<file path="config.mk">
export PLATFORM = sky130hd
export DESIGN_NAME = float_sub_seq
export DESIGN_NICKNAME = d
export VERILOG_FILES = /design/src/rtl/fp32_pkg.sv /design/src/rtl/fp32_align_shift.sv /design/src/rtl/float_sub_seq.sv
export SDC_FILE = /design/constraint.sdc
export NUM_CORES = 1
export LEC_CHECK = 0
export BUFFER_PORTS_ARGS = -buffer_cell sky130_fd_sc_hd__buf_4
export CORE_ASPECT_RATIO = 1.75
export CORE_UTILIZATION = 50
export CTS_CLUSTER_DIAMETER = 120
export DETAILED_ROUTE_END_ITERATION = 10
export HOLD_SLACK_MARGIN = 0.02
export PLACE_DENSITY = 0.68
export SLEW_MARGIN = 20
export SYNTH_ARGS = -nofsm -noshare
export SYNTH_HDL_FRONTEND = slang
export SYNTH_SLANG_ARGS = --single-unit
</file>
<file path="constraint.sdc">
create_clock -name clk -period 7.65 [get_ports clk]
set_input_delay 0.765 -clock clk [delete_from_list [all_inputs] [get_ports clk]]
set_output_delay 0.765 -clock clk [all_outputs]
set_load 0.1 [all_outputs]
</file>
<file path="src/rtl/fp32_pkg.sv">
// Shared single-precision definitions for the sequential FP datapath:
// field widths, canonical constants, FSM states and operand classification.
package fp32_pkg;

  localparam int EXP_W  = 8;
  localparam int FRAC_W = 23;
  localparam int EXT_W  = 27;

  localparam logic [31:0]      FP_NAN      = 32'h7F80_0001;
  localparam logic [31:0]      FP_POS_ZERO = 32'h0000_0000;
  localparam logic [EXP_W-1:0] FP_EXP_MAX  = 8'hFF;

  typedef enum logic [2:0] {
    ST_IDLE,
    ST_UNPACK,
    ST_ALIGN,
    ST_SUB,
    ST_NORM,
    ST_DONE
  } fsm_state_t;

  function automatic logic is_nan(input logic [31:0] x);
    return (x[30:23] == FP_EXP_MAX) && (x[FRAC_W-1:0] != '0);
  endfunction

  function automatic logic is_inf(input logic [31:0] x);
    return (x[30:23] == FP_EXP_MAX) && (x[FRAC_W-1:0] == '0);
  endfunction

  // Denormals are flushed, so a zero exponent alone marks a zero operand.
  function automatic logic is_zero_ftz(input logic [31:0] x);
    return x[30:23] == '0;
  endfunction

  function automatic logic [EXT_W-1:0] ext_mant(input logic [31:0] x);
    return is_zero_ftz(x) ? '0 : {1'b1, x[FRAC_W-1:0], 3'b000};
  endfunction

endpackage

</file>
<file path="src/rtl/fp32_align_shift.sv">
// Combinational 27-bit right barrel shifter used for exponent alignment;
// shift amounts of the full width or more saturate to an all-zero result.
module fp32_align_shift
  import fp32_pkg::*;
(
  input  logic [EXT_W-1:0] m_in,
  input  logic [EXP_W-1:0] shamt,
  output logic [EXT_W-1:0] m_out
);

  always_comb begin
    if (shamt >= EXP_W'(EXT_W)) begin
      m_out = '0;
    end else begin
      m_out = m_in >> shamt;
    end
  end

endmodule

</file>
<file path="src/rtl/float_sub_seq.sv">
// Multi-cycle IEEE-754 single-precision subtractor (diff = a - b) with
// valid/ready handshakes and a one-shift-per-cycle normalization loop.
module float_sub_seq
  import fp32_pkg::*;
#(
  parameter int NORM_MAX = 26
) (
  input  logic        clk,
  input  logic        rst_n,
  input  logic        in_valid,
  output logic        in_ready,
  input  logic [31:0] a,
  input  logic [31:0] b,
  output logic        out_valid,
  input  logic        out_ready,
  output logic [31:0] diff,
  output logic        busy
);

  localparam int CNT_W = $clog2(NORM_MAX + 1);

  fsm_state_t       state_q, state_d;
  logic [31:0]      a_q, a_d;
  logic [31:0]      b_q, b_d;
  logic             sign_q, sign_d;
  logic             sub_q, sub_d;
  logic [EXP_W-1:0] exp_q, exp_d;
  logic [EXT_W:0]   man_q, man_d;
  logic [EXT_W-1:0] mans_q, mans_d;
  logic [CNT_W-1:0] cnt_q, cnt_d;
  logic [31:0]      diff_q, diff_d;

  logic             a_larger;
  logic [31:0]      op_l, op_s;
  logic [EXP_W-1:0] shamt;
  logic [EXT_W-1:0] s_aligned;
  logic [EXT_W:0]   sum;
  logic [EXP_W-1:0] exp_inc, exp_dec;
  logic [EXT_W-1:0] shifted;

  fp32_align_shift u_align (
    .m_in  (ext_mant(op_s)),
    .shamt (shamt),
    .m_out (s_aligned)
  );

  // Datapath helpers evaluated every cycle; the FSM decides which one is used.
  always_comb begin
    a_larger  = (is_zero_ftz(a_q) ? 31'd0 : a_q[30:0]) >=
                (is_zero_ftz(b_q) ? 31'd0 : b_q[30:0]);
    op_l      = a_larger ? a_q : b_q;
    op_s      = a_larger ? b_q : a_q;
    shamt     = op_l[30:23] - op_s[30:23];
    sum       = sub_q ? (man_q - {1'b0, mans_q}) : (man_q + {1'b0, mans_q});
    exp_inc   = exp_q + 8'd1;
    exp_dec   = exp_q - 8'd1;
    shifted   = {man_q[EXT_W-2:0], 1'b0};
  end

  always_comb begin
    state_d = state_q;
    a_d     = a_q;
    b_d     = b_q;
    sign_d  = sign_q;
    sub_d   = sub_q;
    exp_d   = exp_q;
    man_d   = man_q;
    mans_d  = mans_q;
    cnt_d   = cnt_q;
    diff_d  = diff_q;

    case (state_q)
      ST_IDLE: begin
        if (in_valid) begin
          a_d     = a;
          b_d     = {~b[31], b[30:0]};
          state_d = ST_UNPACK;
        end
      end
      ST_UNPACK: begin
        state_d = ST_DONE;
        if (is_nan(a_q) || is_nan(b_q) ||
            (is_inf(a_q) && is_inf(b_q) && (a_q[31] != b_q[31]))) begin
          diff_d = FP_NAN;
        end else if (is_inf(a_q)) begin
          diff_d = {a_q[31], FP_EXP_MAX, 23'd0};
        end else if (is_inf(b_q)) begin
          diff_d = {b_q[31], FP_EXP_MAX, 23'd0};
        end else if (is_zero_ftz(a_q) && is_zero_ftz(b_q)) begin
          diff_d = FP_POS_ZERO;
        end else begin
          state_d = ST_ALIGN;
        end
      end
      ST_ALIGN: begin
        sign_d  = op_l[31];
        sub_d   = op_l[31] ^ op_s[31];
        exp_d   = op_l[30:23];
        man_d   = {1'b0, ext_mant(op_l)};
        mans_d  = s_aligned;
        state_d = ST_SUB;
      end
      ST_SUB: begin
        state_d = ST_DONE;
        if (sum == '0) begin
          diff_d = FP_POS_ZERO;
        end else if (sum[EXT_W]) begin
          diff_d = (exp_inc == FP_EXP_MAX) ? {sign_q, FP_EXP_MAX, 23'd0}
                                           : {sign_q, exp_inc, sum[26:4]};
        end else if (sum[EXT_W-1]) begin
          diff_d = {sign_q, exp_q, sum[25:3]};
        end else begin
          man_d   = sum;
          cnt_d   = '0;
          state_d = ST_NORM;
        end
      end
      ST_NORM: begin
        // Underflow to zero wins even when this shift would have normalized.
        if ((exp_dec == '0) || (cnt_q >= CNT_W'(NORM_MAX))) begin
          diff_d  = FP_POS_ZERO;
          state_d = ST_DONE;
        end else if (shifted[EXT_W-1]) begin
          diff_d  = {sign_q, exp_dec, shifted[25:3]};
          state_d = ST_DONE;
        end else begin
          man_d = {1'b0, shifted};
          exp_d = exp_dec;
          cnt_d = cnt_q + 1'b1;
        end
      end
      ST_DONE: begin
        if (out_ready) begin
          state_d = ST_IDLE;
        end
      end
      default: begin
        state_d = ST_IDLE;
      end
    endcase
  end

  always_ff @(posedge clk) begin
    if (!rst_n) begin
      state_q <= ST_IDLE;
      a_q     <= '0;
      b_q     <= '0;
      sign_q  <= 1'b0;
      sub_q   <= 1'b0;
      exp_q   <= '0;
      man_q   <= '0;
      mans_q  <= '0;
      cnt_q   <= '0;
      diff_q  <= '0;
    end else begin
      state_q <= state_d;
      a_q     <= a_d;
      b_q     <= b_d;
      sign_q  <= sign_d;
      sub_q   <= sub_d;
      exp_q   <= exp_d;
      man_q   <= man_d;
      mans_q  <= mans_d;
      cnt_q   <= cnt_d;
      diff_q  <= diff_d;
    end
  end

  assign in_ready  = (state_q == ST_IDLE);
  assign out_valid = (state_q == ST_DONE);
  assign busy      = (state_q != ST_IDLE);
  assign diff      = diff_q;

endmodule

</file>
==> reports/qor.yml <==
status: "finished clean"
ys_async_sr_fraction: 0
hold_start: "diff[15]$_SDFFE_PN0P_"
synth_top_area_cell: "dfxtp_1"
cts-root-buf: "clkbuf_16"
reg2reg_depth: 18
drc: 0
fill_cells: 2696
io_pins: 103
setup_violations: 0
post_cts_buffers: 0
finalWirelength_mm: 44.7
r2r_slack_ps: 1190
rsz0062_at_grt: "false"
rows: 79
final_core_util: 0.560
viasPerCell: 6.36
start_util: 0.506
ys_ff_latch: 168
cts-htree-levels: 4
drt_iter0_drc: 1213
reg2reg_to: "mans_q[0]$_SDFFE_PN0P_"
gp_congestion: 0.961
critPathLaunch: "b_q[24]$_SDFFE_PN0P_"
ctsHoldBuffers: 0
synth_ff_type: "dfxtp_1"
hpwl_mm: 34.2
cts-resized-gates: 0
end_kind: "flop"
fp.dieArea_um2: 27500
cts_made_buffers: 17
synth_edf_count: 0
slew_headroom: 0.289
drv_cap: 0
wl_per_cell_um: 20.1
syn_nets: 2022
syn_area_um2: 13400
finalHoldViolCount: 0
placement.io_buffers: 102
antenna_left: 0
drive_gt1_frac: 0.108
overflow: 0
antenna_found_initial: 0
fin_crit_ps: 6460
grt_max_degree: 78
reg2reg_from: "b_q[24]$_SDFFE_PN0P_"
clock_skew_ps: 16.0
worstSetupStartpointType: "flop"
syn_avg_cell_area_um2: 7.11
synthDistinctLibCells: 79
tightest_slew_ps: 1070
synth_top_area_frac: 0.251
coreArea_um2: 26500
clockBufferDepth: 2
crit_path_max_fanout: 24
multi_input_area_um2: 9400
synthTopCellsByCount: "nand2_1, a21oi_1, dfxtp_1"
tns_ps: 0
hold_class: "reg2reg"
grt_pass1_vias: 13200
grt_pass1_wl_mm: 71.0
crit_arrival_ps: 6850
die_h_um: 219
clk_latency_ps: 460
vias: 14100
die_w_um: 126
ys_warn_count: 0
path_clk_slew_ps: 70
seq_area_um2: 3360
fmax_mhz: 155
period_share: 0.844
crit_path_end: "mans_q[0]$_SDFFE_PN0P_"
cp.required_ps: 8040
synth_area_leaders: "dfxtp_1, nand2_1, a21oi_1"
final_net_count: 2020
syn2layout_area_growth_pct: 10.5
synth.yosys.seq_area_share: 0.251
grtUsageTotal: 0.327
drv_slew: 0
antennaDiodeCount: 0
cts_tree: "built"
clock_sinks: 168
synthCells: 1887
yosysMostFrequentCell: "nand2_1"
crit_type: "reg2reg"
drt-pass1-iter-count: 5
## critical path, cell delays in order (launching register included)
cell and delay, ps:
dfxtp_1 400, nor4_1 590, nand2_1 690, nand2_1 250, ha_1 200, nand4_1 120, nor3_1 440, o31ai_1 250
a211oi_2 610, nor2_4 80, mux2i_1 140, ha_1 200, a31o_2 220, o21ai_0 400, nand2_1 590, mux2i_1 520
a21oi_1 150, nor3_1 350, o21a_1 190
## per-layer routing
layer  share of wire  vias to the layer above  GRT usage
li1                -                     6826          -
met1            0.39                     6628      0.368
met2            0.51                      538      0.596
met3           0.054                      124     0.0392
met4           0.047                        0      0.181
met5               0                        -          0
## sequential cells by signal, indices dropped and copies added (netlist names)
signal and flops:
a_q 32, b_q 32, cnt_q 5, diff 32, exp_q 8, man_q 27, mans_q 27, sign_q 1
state_q 3, sub_q 1
## through the flow
step,cells,instance area [um^2],setup slack (ps),hold WS (ps)
3_3_place_gp,2190,14200,1260,450
3_5_place_dp,2190,14200,1330,459
4_1_cts,2220,14800,1250,472
6_report,2220,14800,1190,474
2_1_floorplan,1887,13400,1910,435
5_1_grt,2220,14800,704,490
## worst min-delay path by stage
stage,cells after the start,slack [ps],endpoint
after floorplan,1,430,cnt_q[4]$_SDFFE_PN0P_
after global placement,2,450,diff[10]$_SDFFE_PN0P_
after detailed placement,2,460,diff[19]$_SDFFE_PN0P_
after CTS,2,470,b_q[31]$_SDFFE_PN0P_
after global routing,2,490,b_q[31]$_SDFFE_PN0P_
final,2,470,diff[15]$_SDFFE_PN0P_
## cells by family after synthesis
group           Yosys count  share of synthesized area
simple gates            774                      0.265
compound gates          563                      0.271
buf+inv                 183                     0.0527
flops                   168                      0.251
fa+ha+maj                71                     0.0660
xor+xnor                 65                     0.0424
mux                      63                     0.0520
## final cells by class
cell class                      instances  share of cell area
Timing Repair Buffer                  122              0.0618
Clock inverter                         10             0.00810
Clock buffer                           20              0.0315
Tap cell                              324              0.0273
Inverter                               40              0.0102
Multi-Input combinational cell       1536               0.634
Sequential cell                       168               0.227
## cells in the final DEF (no fill, tap or decap), types with 43 or more instances in the layout
cell,n
xnor2_1,43
nand2_1,348
dfxtp_1,168
buf_4,122
ha_1,66
nor2_1,148
a21oi_1,201
o21ai_0,80
mux2i_1,45
Power is left out: the tool's default activity adds up to more than one toggle a clock period on the data nets, which glitch-free logic cannot reach.
